[config.mk]
export PLATFORM = sky130hd
export DESIGN_NAME = pc_sequencer
export DESIGN_NICKNAME = d
export VERILOG_FILES = /design/src/rtl/cpu_pkg.sv /design/src/rtl/return_addr_stack.sv /design/src/rtl/pc_sequencer.sv
export SDC_FILE = /design/constraint.sdc
export NUM_CORES = 1
export LEC_CHECK = 0
export CAP_MARGIN = 20
export CORE_MARGIN = 2
export CORE_UTILIZATION = 36
export DETAILED_ROUTE_END_ITERATION = 6
export PLACE_DENSITY = 0.89
export SYNTH_ARGS = -nofsm -noshare
export SYNTH_HDL_FRONTEND = slang
export SYNTH_SLANG_ARGS = --single-unit
[constraint.sdc]
create_clock -name clk -period 3.8 [get_ports clk]
set_clock_uncertainty 0.15 [all_clocks]
set_input_delay 1.14 -clock clk [delete_from_list [all_inputs] [get_ports clk]]
set_output_delay 1.14 -clock clk [all_outputs]
set_load 0.1 [all_outputs]
[src/rtl/cpu_pkg.sv]
// cpu_pkg: shared encodings and default vectors for the datapath.
// Contents: PC-source select typedef, reset/trap vector defaults.
package cpu_pkg;

    typedef enum logic [1:0] {
        PCSRC_ALU    = 2'b00,
        PCSRC_ALUREG = 2'b01,
        PCSRC_JUMP   = 2'b10,
        PCSRC_RET    = 2'b11
    } pcsrc_e;

    localparam logic [31:0] RESET_VECTOR_DEF = 32'h0000_0000;
    localparam logic [31:0] TRAP_VECTOR_DEF  = 32'h0000_0080;

endpackage

[src/rtl/return_addr_stack.sv]
// return_addr_stack: circular return-address buffer, pointer + count.
// Ports: clk, rst (async high), push, pop, push_data -> top, empty, full.
// A push when full overwrites the oldest entry; push+pop replaces top.
module return_addr_stack #(
    parameter int DEPTH = 4,
    parameter int WIDTH = 32
) (
    input  logic             clk,
    input  logic             rst,
    input  logic             push,
    input  logic             pop,
    input  logic [WIDTH-1:0] push_data,
    output logic [WIDTH-1:0] top,
    output logic             empty,
    output logic             full
);

    localparam int PW = $clog2(DEPTH);

    logic [PW-1:0]    ptr_q, ptr_d;
    logic [PW:0]      cnt_q, cnt_d;
    logic [WIDTH-1:0] mem_q [DEPTH];
    logic [PW-1:0]    top_idx;
    logic [PW-1:0]    wr_idx;
    logic             wr_en;
    logic             do_pop;

    // ptr_q is the next free slot; the top lives one below it.
    assign top_idx = ptr_q - PW'(1);
    assign top     = mem_q[top_idx];
    assign empty   = (cnt_q == '0);
    assign full    = (cnt_q == (PW+1)'(DEPTH));
    assign do_pop  = pop & ~empty;

    always_comb begin
        ptr_d  = ptr_q;
        cnt_d  = cnt_q;
        wr_en  = 1'b0;
        wr_idx = ptr_q;
        if (push && do_pop) begin
            // Return and call together: swap the top in place.
            wr_en  = 1'b1;
            wr_idx = top_idx;
        end else if (push) begin
            wr_en = 1'b1;
            ptr_d = ptr_q + PW'(1);
            if (!full) begin
                cnt_d = cnt_q + (PW+1)'(1);
            end
        end else if (do_pop) begin
            ptr_d = top_idx;
            cnt_d = cnt_q - (PW+1)'(1);
        end
    end

    always_ff @(posedge clk or posedge rst) begin
        if (rst) begin
            ptr_q <= '0;
            cnt_q <= '0;
        end else begin
            ptr_q <= ptr_d;
            cnt_q <= cnt_d;
        end
    end

    // Contents are don't-care after reset, so no reset on the array.
    always_ff @(posedge clk) begin
        if (wr_en) begin
            mem_q[wr_idx] <= push_data;
        end
    end

endmodule

[src/rtl/pc_sequencer.sv]
// pc_sequencer: PC register, next-PC select, trap on bad targets, RAS.
// Ports: clk, rst, PCSource/PCWrite/PCWriteCond/Zero/RasPush, ALUOut,
//   ALURegisterOut, Immediate -> PC, NextPC, Trap, RasEmpty, RasFull.
// Macro PC_SEQUENCER_RAS_EN builds the return-address stack.
module pc_sequencer
    import cpu_pkg::*;
#(
    parameter int DATA_WIDTH = 32,
    parameter int IMM_WIDTH  = 26,
    parameter logic [DATA_WIDTH-1:0] RESET_VECTOR =
        DATA_WIDTH'(RESET_VECTOR_DEF),
    parameter logic [DATA_WIDTH-1:0] TRAP_VECTOR =
        DATA_WIDTH'(TRAP_VECTOR_DEF),
    parameter int RAS_DEPTH  = 4
) (
    input  logic                  clk,
    input  logic                  rst,
    input  logic [1:0]            PCSource,
    input  logic                  PCWrite,
    input  logic                  PCWriteCond,
    input  logic                  Zero,
    input  logic                  RasPush,
    input  logic [DATA_WIDTH-1:0] ALUOut,
    input  logic [DATA_WIDTH-1:0] ALURegisterOut,
    input  logic [IMM_WIDTH-1:0]  Immediate,
    output logic [DATA_WIDTH-1:0] PC,
    output logic [DATA_WIDTH-1:0] NextPC,
    output logic                  Trap,
    output logic                  RasEmpty,
    output logic                  RasFull
);

    localparam int JW = IMM_WIDTH + 2;
    // Bits of the PC replaced by a jump; the rest come from the PC.
    localparam logic [DATA_WIDTH-1:0] JMASK = DATA_WIDTH'({JW{1'b1}});

    pcsrc_e                src;
    logic [DATA_WIDTH-1:0] pc_q, pc_d;
    logic                  trap_q, trap_d;
    logic [DATA_WIDTH-1:0] target;
    logic [DATA_WIDTH-1:0] jump_tgt;
    logic [DATA_WIDTH-1:0] ras_top;
    logic                  ras_empty;
    logic                  ras_full;
    logic                  trap_cond;
    logic                  update;

    assign src      = pcsrc_e'(PCSource);
    assign update   = PCWrite | (PCWriteCond & Zero);
    assign jump_tgt = (pc_q & ~JMASK) | DATA_WIDTH'({Immediate, 2'b00});

`ifdef PC_SEQUENCER_RAS_EN
    logic ras_push;
    logic ras_pop;

    // A trapping update must leave the stack untouched.
    assign ras_push = update & ~trap_cond & RasPush;
    assign ras_pop  = update & ~trap_cond & (src == PCSRC_RET);

    return_addr_stack #(
        .DEPTH (RAS_DEPTH),
        .WIDTH (DATA_WIDTH)
    ) u_ras (
        .clk       (clk),
        .rst       (rst),
        .push      (ras_push),
        .pop       (ras_pop),
        .push_data (pc_q),
        .top       (ras_top),
        .empty     (ras_empty),
        .full      (ras_full)
    );
`else
    logic ras_push_unused;
    localparam int RAS_DEPTH_UNUSED = RAS_DEPTH;

    assign ras_push_unused = RasPush;
    assign ras_top         = '0;
    assign ras_empty       = 1'b1;
    assign ras_full        = 1'b0;
`endif

    always_comb begin
        target    = ALUOut;
        trap_cond = 1'b0;
        unique case (src)
            PCSRC_ALU: begin
                target    = ALUOut;
                trap_cond = |ALUOut[1:0];
            end
            PCSRC_ALUREG: begin
                target    = ALURegisterOut;
                trap_cond = |ALURegisterOut[1:0];
            end
            PCSRC_JUMP: begin
                target = jump_tgt;
            end
            PCSRC_RET: begin
                // Always empty without the stack, so returns trap.
                target    = ras_top;
                trap_cond = ras_empty;
            end
        endcase
    end

    assign NextPC = trap_cond ? TRAP_VECTOR : target;
    assign pc_d   = update ? NextPC : pc_q;
    assign trap_d = update & trap_cond;

    always_ff @(posedge clk or posedge rst) begin
        if (rst) begin
            pc_q   <= RESET_VECTOR;
            trap_q <= 1'b0;
        end else begin
            pc_q   <= pc_d;
            trap_q <= trap_d;
        end
    end

    assign PC       = pc_q;
    assign Trap     = trap_q;
    assign RasEmpty = ras_empty;
    assign RasFull  = ras_full;

endmodule

Word level (Yosys, flattened, before mapping)
Cells that the tools add are included.
Cells by class
  eq/ne operators: 3
  mux-type cells: 3
  bitwise logic cells: 4
  reduce and logical (&&, ||, !) cells: 3
Operators by type and width (count)
  $pmux W32 S4: 1
  $mux W32: 1
  $or A32 B28 Y32: 1
  $eq A2 B2 Y1 const B: 2
  $reduce_or A2 Y1: 2
  $pmux W1 S3: 1
  $and A1 B1 Y1: 2
  $eq A2 B1 Y1 const B: 1
  $logic_not A2 Y1: 1
  $or A1 B1 Y1: 1
Word-level totals
  bits in registers: 33
  input port bits: 98
  output and inout port bits: 67
  logic and storage cells: 15

Logic depth before layout (Yosys ltp)
Gate-level depths: netlist of the first run.
  depth after elaboration: 3
  gate-level depth with buffers: 6
  gate-level depth less buffers: 3

Worst setup path after synthesis of the first run
Ideal clock, no wire load.
  path kind: input port to output port
  start point: in PCSource[0]
  end point: out NextPC[28]
  data arrival time: 3184 ps
  required time: 2510 ps
  slack: -674 ps
  cell stages on the path: 5
  path buffers: 2
  path through: buf_2 > nor2b_1 > clkbuf_1 > a2bb2oi_1 > nor2_1
On the way
  cells in the longest elaborated chain, start to end: 3
  elaborated cells on any way between the ends: 7
  those cells by class: eq/ne (3); mux (3); reduce/logical (1)
Ends and longest elaborated chain
  start, declared: line pc_sequencer.sv:18  | input logic [1:0] PCSource,
  $eq A2 B2 Y1, or another cell as far along: line pc_sequencer.sv:86  | unique case (src)
  $pmux W32 S4 / $pmux W1 S3 (equally long branches): line pc_sequencer.sv:86
  $mux W32 *: line pc_sequencer.sv:106  | assign NextPC = trap_cond ? TRAP_VECTOR : target;
  end, declared: line pc_sequencer.sv:27  | output logic [DATA_WIDTH-1:0] NextPC,
Every way passes the cells marked *; elsewhere a longest branch is shown, timed or not.

Worst setup path in the final report of the first run
  start point: in ALURegisterOut[0]
  end point: out NextPC[27]
On the way
  cells in the longest elaborated chain, start to end: 3
Ends and longest elaborated chain
  start, declared: line pc_sequencer.sv:24  | input logic [DATA_WIDTH-1:0] ALURegisterOut,
  $reduce_or A2 Y1: line pc_sequencer.sv:93  | trap_cond = |ALURegisterOut[1:0];
  $pmux W1 S3: line pc_sequencer.sv:86
  $mux W32: line pc_sequencer.sv:106
Every way passes these cells.

==> key figures, run 1 <==
Final layout
  – Finished Cell Area: 4640 um2
  – Share of cells above drive strength 1: 40.3%
  – Antenna cells: 0
  – Post-Layout Cell Count: 486
  – Post-Route Utilization: 84.8%
  – Synth-to-layout area growth: 128%
  – Sequential cell area: 826 um2
  – Multi-input logic area: 1340 um2
  – Fin nets: 511
  – Fillers: 293

Synth
  – Synthesized cell area: 2030 um2
  – Library cells used by synthesis: 24
  – Post-Synth Adder-Cell Area: 0%
  – Seq/Total Area, Yosys: 40.6%
  – Cells after synthesis: 220
  – Ys async rst share: 100%
  – Synthesized area per cell: 9.25 um2
  – Synth warnings: 0
  – Xor/xnor share of the synthesized area: 0%
  – Ys flop type: dfrtp_1
  – Complex-gate fraction of the synthesized area: 25.5%
  – Simple logic cell fraction of the synthesized area: 12.3%
  – #FFs+latches synth: 33
  – Mux cell area share after synthesis: 14.8%
  – Post-synth EDFFs: 0
  – Largest family of logic cells by synthesized area: compound AO/OA/AOI/OAI gates

Worst setup path
  – CP top delay family: buffers and inverters
  – Arrival time of the worst setup path: 2470 ps
  – Worst Path Max Fanout: 8
  – Worst-path cell chain: dlygate4sd2_1, o31ai_4, o31ai_4, buf_12, buf_12, nor2_4, buf_12
  – R2R depth: 3
  – R2r setup slk: 2530 ps
  – Worst reg2reg path endpoint: PC[28]$_DFFE_PP0P_
  – CP Launch Point: ALURegisterOut[0]
  – Worst R2R Start: PC[28]$_DFFE_PP0P_
  – Worst EP required: 2510 ps
  – Most frequent CP cell: buf_12
  – CP max stage delay: 290 ps
  – Crit path buf inv count: 4
  – Critical path endpoint category: output pin
  – CP startpoint kind: primary input
  – CP Class: in -> out
  – Slowest CP cell: o31ai_4

Route
  – DR vias/cell: 5.21
  – Initial DRC count: 101
  – DRT Pass-1 Iters: 4
  – DRT Wirelength: 9.01 mm
  – Drt wl/cell: 18.5 um
  – Residual DRC: 0
  – Routed Antenna Nets: 0
  – Via count: 2530

Global routing
  – Vias in the first global route: 2807
  – Initial antenna violation count: 0
  – Largest net degree at the start of global routing: 34
  – GRT overflow: 0
  – Wire length of the first global-routing pass: 14.0 mm
  – Total global-route track usage: 29.1%

Clock tree
  – H-tree Lvls: 2
  – Clock tree from TritonCTS: done
  – CTS root buf: clkbuf_8
  – CTS Buffer Depth: 2
  – Clock Latency Late Sink: 280 ps
  – Clock Sinks: 33
  – Clock-pin slew on the worst setup and hold paths: 70 ps
  – Num CTS Buffers: 5

Job
  – Max Cap Viol: 0

Power
  – Power Density: 370 nW/um2
  – VDD IR max: 0.268 mV
  – Leakage: 2.08 nW

STA
  – Final hold viol count: 0
  – Min Tclk post-route: 3760 ps
  – Final setup fails: 0
  – RSZ-0062 raised after global routing: false
  – Max-slew violation count: 0
  – Max Freq: 266 MHz
  – Hold WS: 330 ps
  – Setup TNS: 0 ps
  – Period Utilization, post-route: 98.9%

Die
  – Die height: 79.2 um
  – Area of the die: 6270 um2
  – Starting Density: 37.2%
  – Io pins: 165
  – Core area: 5470 um2
  – Die width: 79.2 um
  – FP Rows: 27

Hold path
  – Worst Min Path Start: PC[4]$_DFFE_PP0P_
  – Hold Path Class: reg -> reg
  – WHS Path Cells: 2
  – Worst Hold End: PC[4]$_DFFE_PP0P_

Placed design
  – Placed Cells: 474
  – I/O Buffers: 159
  – DP Area: 4320 um2
  – DPL Wire Length: 6.35 mm
  – Placer Congestion: 0.717

Outcome
  – Outcome: finished clean
-- where the power goes --
part           switching [mW]  internal (mW)
clock network           0.140          0.261
registers              0.0185          0.379
logic                   0.590          0.331
total                   0.748          0.971
-- synthesized netlist by cell type, types with 2 or more instances --
| master | n | area [um2] |
|---|---|---|
| a21o_1 | 2 | 15.0 |
| a2bb2oi_1 | 29 | 254 |
| and2_1 | 3 | 18.8 |
| buf_2 | 7 | 35.0 |
| buf_4 | 4 | 30.0 |
| buf_6 | 2 | 22.5 |
| clkbuf_1 | 10 | 37.5 |
| conb_1 | 2 | 7.51 |
| dfrtp_1 | 33 | 826 |
| mux2i_1 | 30 | 300 |
| nand2_1 | 29 | 109 |
| nor2_1 | 31 | 116 |
| o21ai_0 | 9 | 45.0 |
| o21ai_1 | 10 | 50.1 |
| o21ai_2 | 10 | 87.6 |
-- sequential cells by signal, indices dropped and copies added, names as in the netlist --
name	cells
Trap	1
PC	32
-- cell usage in the layout (no fill, tap or decap), types with 2 or more instances in the layout --
cell type	synthesis	layout
o21ai_0	9	9
o31ai_4	1	2
nor2_4	0	29
clkdlybuf4s50_1	0	90
bufinv_16	0	2
a21o_1	2	2
nand2_1	29	29
buf_6	2	2
conb_1	2	4
dfrtp_1	33	33
o21ai_1	10	10
mux2i_1	30	30
buf_4	4	76
and2_1	3	3
a2bb2oi_1	29	29
dlygate4sd2_1	0	4
clkbuf_8	0	5
o21ai_2	10	10
buf_12	0	34
-- timing repair --
action	4_1_cts	5_1_grt
cloned	1	0
buffers inserted	3	0
hold buffers	0	0
pin swaps	2	1
gates resized for setup	34	2
setup endpoints to repair	30	30
-- layer usage --
| layer | track usage [%] | vias up | share of wire, % |
|---|---|---|---|
| met1 | 30.0 | 1223 | 35 |
| met2 | 56.8 | 135 | 55 |
| met3 | 8.07 | 17 | 8.4 |
| met4 | 7.76 | 0 | 1.5 |
| met5 | 0 | - | 0 |
| li1 | - | 1155 | - |
-- cell type report --
class | instances | area share (%)
clock inverter | 3 | 1.40
tap | 72 | 1.94
timing repair buffer | 208 | 48.4
clock buffer | 5 | 1.48
sequential | 33 | 17.8
multi-input combinational | 164 | 28.9
inverter | 1 | 0.0808
-- through the flow --
| step | setup slack (ps) | power (mW) |
|---|---|---|
| after floorplan | -265 | 0.945 |
| after global placement | -335 | 1.27 |
| after detailed placement | -388 | 1.28 |
| after CTS | 2.64 | 1.71 |
| after global routing | 2.54 | 1.77 |
| final | 43.4 | 1.72 |
-- worst max-delay path by stage --
stage	endpoint	slack, ps	depth (start not counted)
final	NextPC[27]	40	7
after global routing	NextPC[27]	3	7
after CTS	NextPC[21]	3	7
after detailed placement	NextPC[3]	-390	6
after global placement	NextPC[8]	-340	6
after floorplan	NextPC[10]	-260	5
-- worst min-delay path, cell delays in order (launching register included) --
cell and delay [ps]:
dfrtp_1 340, nand2_1 60, o21ai_2 50
-- cell families (layout without fill, tap and decap cells) --
family / count (synthesis) / in the layout
flops: 33 / 33
mux: 30 / 30
other cells: 2 / 4
buf+inv: 25 / 217
simple gates: 64 / 64
compound gates: 66 / 66
Power figures use the tool's default switching activity.
==> run 2, diff against run 1 <==
--- a/config.mk
+++ b/config.mk
@@ -6,7 +6,7 @@
 export NUM_CORES = 1
 export LEC_CHECK = 0
 export CAP_MARGIN = 20
-export CORE_MARGIN = 2
+export CORE_MARGIN = 8
 export CORE_UTILIZATION = 36
 export DETAILED_ROUTE_END_ITERATION = 6
 export PLACE_DENSITY = 0.89
==> key figures, run 2 (same netlist as run 1, synthesis figures left out) <==
Clock tree
  – H-tree Lvls: 2 (unchanged)
  – CTS Buffer Depth: 2 (unchanged)
  – Clock tree from TritonCTS: done
  – Post-CTS Hold Fix Bufs: 0 (unchanged)
  – Clock-pin slew on the worst setup and hold paths: 70 ps (about the same)
  – Clock Sinks: 33 (unchanged)
  – Clock Latency Late Sink: 290 ps (about the same)
  – Num CTS Buffers: 5 (unchanged)
  – CTS root buf: clkbuf_8

Power
  – Pwr Total: 1.64 mW (-4.4%)
  – VDD IR max: 0.230 mV (-14%)
  – Power Density: 350 nW/um2 (-5.3%)
  – Leakage: 2.06 nW (-0.92%)

STA
  – RSZ-0062 raised after global routing: true
  – Setup slack after layout: -29.4 ps (-72.8 ps)
  – Period Utilization, post-route: 101% (+1.9 points)
  – Max-slew violation count: 0 (unchanged)
  – Min Tclk post-route: 3830 ps (+72.8 ps)
  – Max Freq: 261 MHz (-1.9%)
  – Setup TNS: -44.3 ps (-44.3 ps)
  – Final hold viol count: 0 (unchanged)
  – Final setup fails: 2 (+2)

Route
  – Initial DRC count: 83 (-18%)
  – DR vias/cell: 5.32 (+2.3%)
  – Routed Antenna Nets: 0 (unchanged)
  – DRT Wirelength: 10.4 mm (+15%)
  – DRT Pass-1 Iters: 4 (unchanged)
  – Residual DRC: 0 (unchanged)
  – Via count: 2555 (+0.99%)
  – Drt wl/cell: 21.7 um (+17%)

Job
  – Max Cap Viol: 0 (unchanged)

Die
  – Starting Density: 37.2% (unchanged)
  – Io pins: 165 (unchanged)
  – Die width: 91.2 um (+15%)
  – Area of the die: 8310 um2 (+33%)
  – Die height: 91.2 um (+15%)
  – Core area: 5470 um2 (unchanged)
  – FP Rows: 27 (unchanged)

Placed design
  – I/O Buffers: 159 (unchanged)
  – Placer Congestion: 0.769 (+7.3%)
  – DP Area: 4290 um2 (-0.64%)
  – DPL Wire Length: 7.31 mm (+15%)
  – Placed Cells: 467 (-1.5%)

Global routing
  – Wire length of the first global-routing pass: 15.2 mm (+8.2%)
  – Total global-route track usage: 22.9% (-6.2 points)
  – Largest net degree at the start of global routing: 34 (unchanged)
  – Vias in the first global route: 2865 (+2.1%)
  – GRT overflow: 0 (unchanged)
  – Initial antenna violation count: 0 (unchanged)

Worst setup path
  – CP Class: in -> out
  – Worst-path cell chain: dlygate4sd2_1, buf_4, nor2b_4, buf_6, a2bb2oi_1, nor2_4, buf_12
  – Worst Path Max Fanout: 13 (+5)
  – Arrival time of the worst setup path: 2540 ps (+70 ps)
  – CP startpoint kind: primary input
  – Critical path endpoint category: output pin
  – R2r setup slk: 2470 ps (-60 ps)
  – Slowest CP cell: a2bb2oi_1
  – CP max stage delay: 390 ps (+100 ps)
  – Worst EP required: 2510 ps (about the same)

Hold path
  – Hold Path Class: reg -> reg

Final layout
  – Most common cell after layout, fill and taps aside: clkdlybuf4s50_1
  – Share of cells above drive strength 1: 42.6% (+2.3 points)
  – Largest register FFs: 32 (unchanged)
  – Most frequent cells in the layout: clkdlybuf4s50_1 (90), buf_4 (66), buf_12 (34)
  – Post-Layout Cell Count: 480 (-1.2%)
  – Synth-to-layout area growth: 130%
  – Antenna cells: 0 (unchanged)
  – Finished Cell Area: 4690 um2 (+0.97%)
  – Post-Route Utilization: 85.7% (+0.82 points)
  – Fin nets: 505 (-1.2%)

Outcome
  – Outcome: complete, but fails checks
  – Violated checks: setup timing
## run 2: final timing paths
kind / start / end / cells after the start
worst max-delay path: PCSource[1] / NextPC[29] / 7
worst min-delay path: PC[5]$_DFFE_PP0P_ / PC[5]$_DFFE_PP0P_ / 2
worst max register to register: PC[29]$_DFFE_PP0P_ / PC[29]$_DFFE_PP0P_ / 3
worst min register to register: PC[5]$_DFFE_PP0P_ / PC[5]$_DFFE_PP0P_ / 2
max in group asynchronous: rst / PC[3]$_DFFE_PP0P_ / 3
min in group asynchronous: rst / PC[16]$_DFFE_PP0P_ / 3
## run 2: stage by stage
stage,setup slack [ps],hold WS [ps]
2_1_floorplan,-265,815
3_3_place_gp,-240,314
3_5_place_dp,-287,317
4_1_cts,4.02,333
5_1_grt,-53.6,357
6_report,-29.4,331
## run 2: repair_timing
item                       4_1_cts  5_1_grt
resized for setup               37       14
pin swaps                        9        2
setup endpoints to repair       30       30
buffers inserted                 3        0
cloned                           2        0
## run 2: power by group
| group | total [mW] | switching [mW] | leakage [nW] | internal, mW |
|---|---|---|---|---|
| Combinational | 0.944 | 0.605 | 1.56 | 0.339 |
| Sequential | 0.398 | 0.0186 | 0.439 | 0.379 |
| Clock | 0.302 | 0.138 | 0.0542 | 0.164 |
| Total | 1.64 | 0.761 | 2.06 | 0.882 |
## run 2: per-layer routing
layer / part of all wire (%) / up-vias / global-route usage (%)
met5: 0 / - / 0
met4: 4.1 / 0 / 11.6
met3: 6.7 / 31 / 7.08
met2: 54 / 139 / 43.3
met1: 35 / 1237 / 21.7
li1: - / 1148 / -
## run 2: layout make-up
class	count	area [um2]
clock inverter	1	5.00
multi-input combinational	164	1430
clock buffer	7	96.3
sequential	33	826
inverter	1	3.75
tap	72	90.1
fill	300	785
timing repair buffer	202	2230
## run 2: critical path: cells and delay by family
kind | cells | cell delay, ps
buffers and inverters | 4 | 800
AO/OA/AOI/OAI | 1 | 390
AND/OR/NAND/NOR | 2 | 200
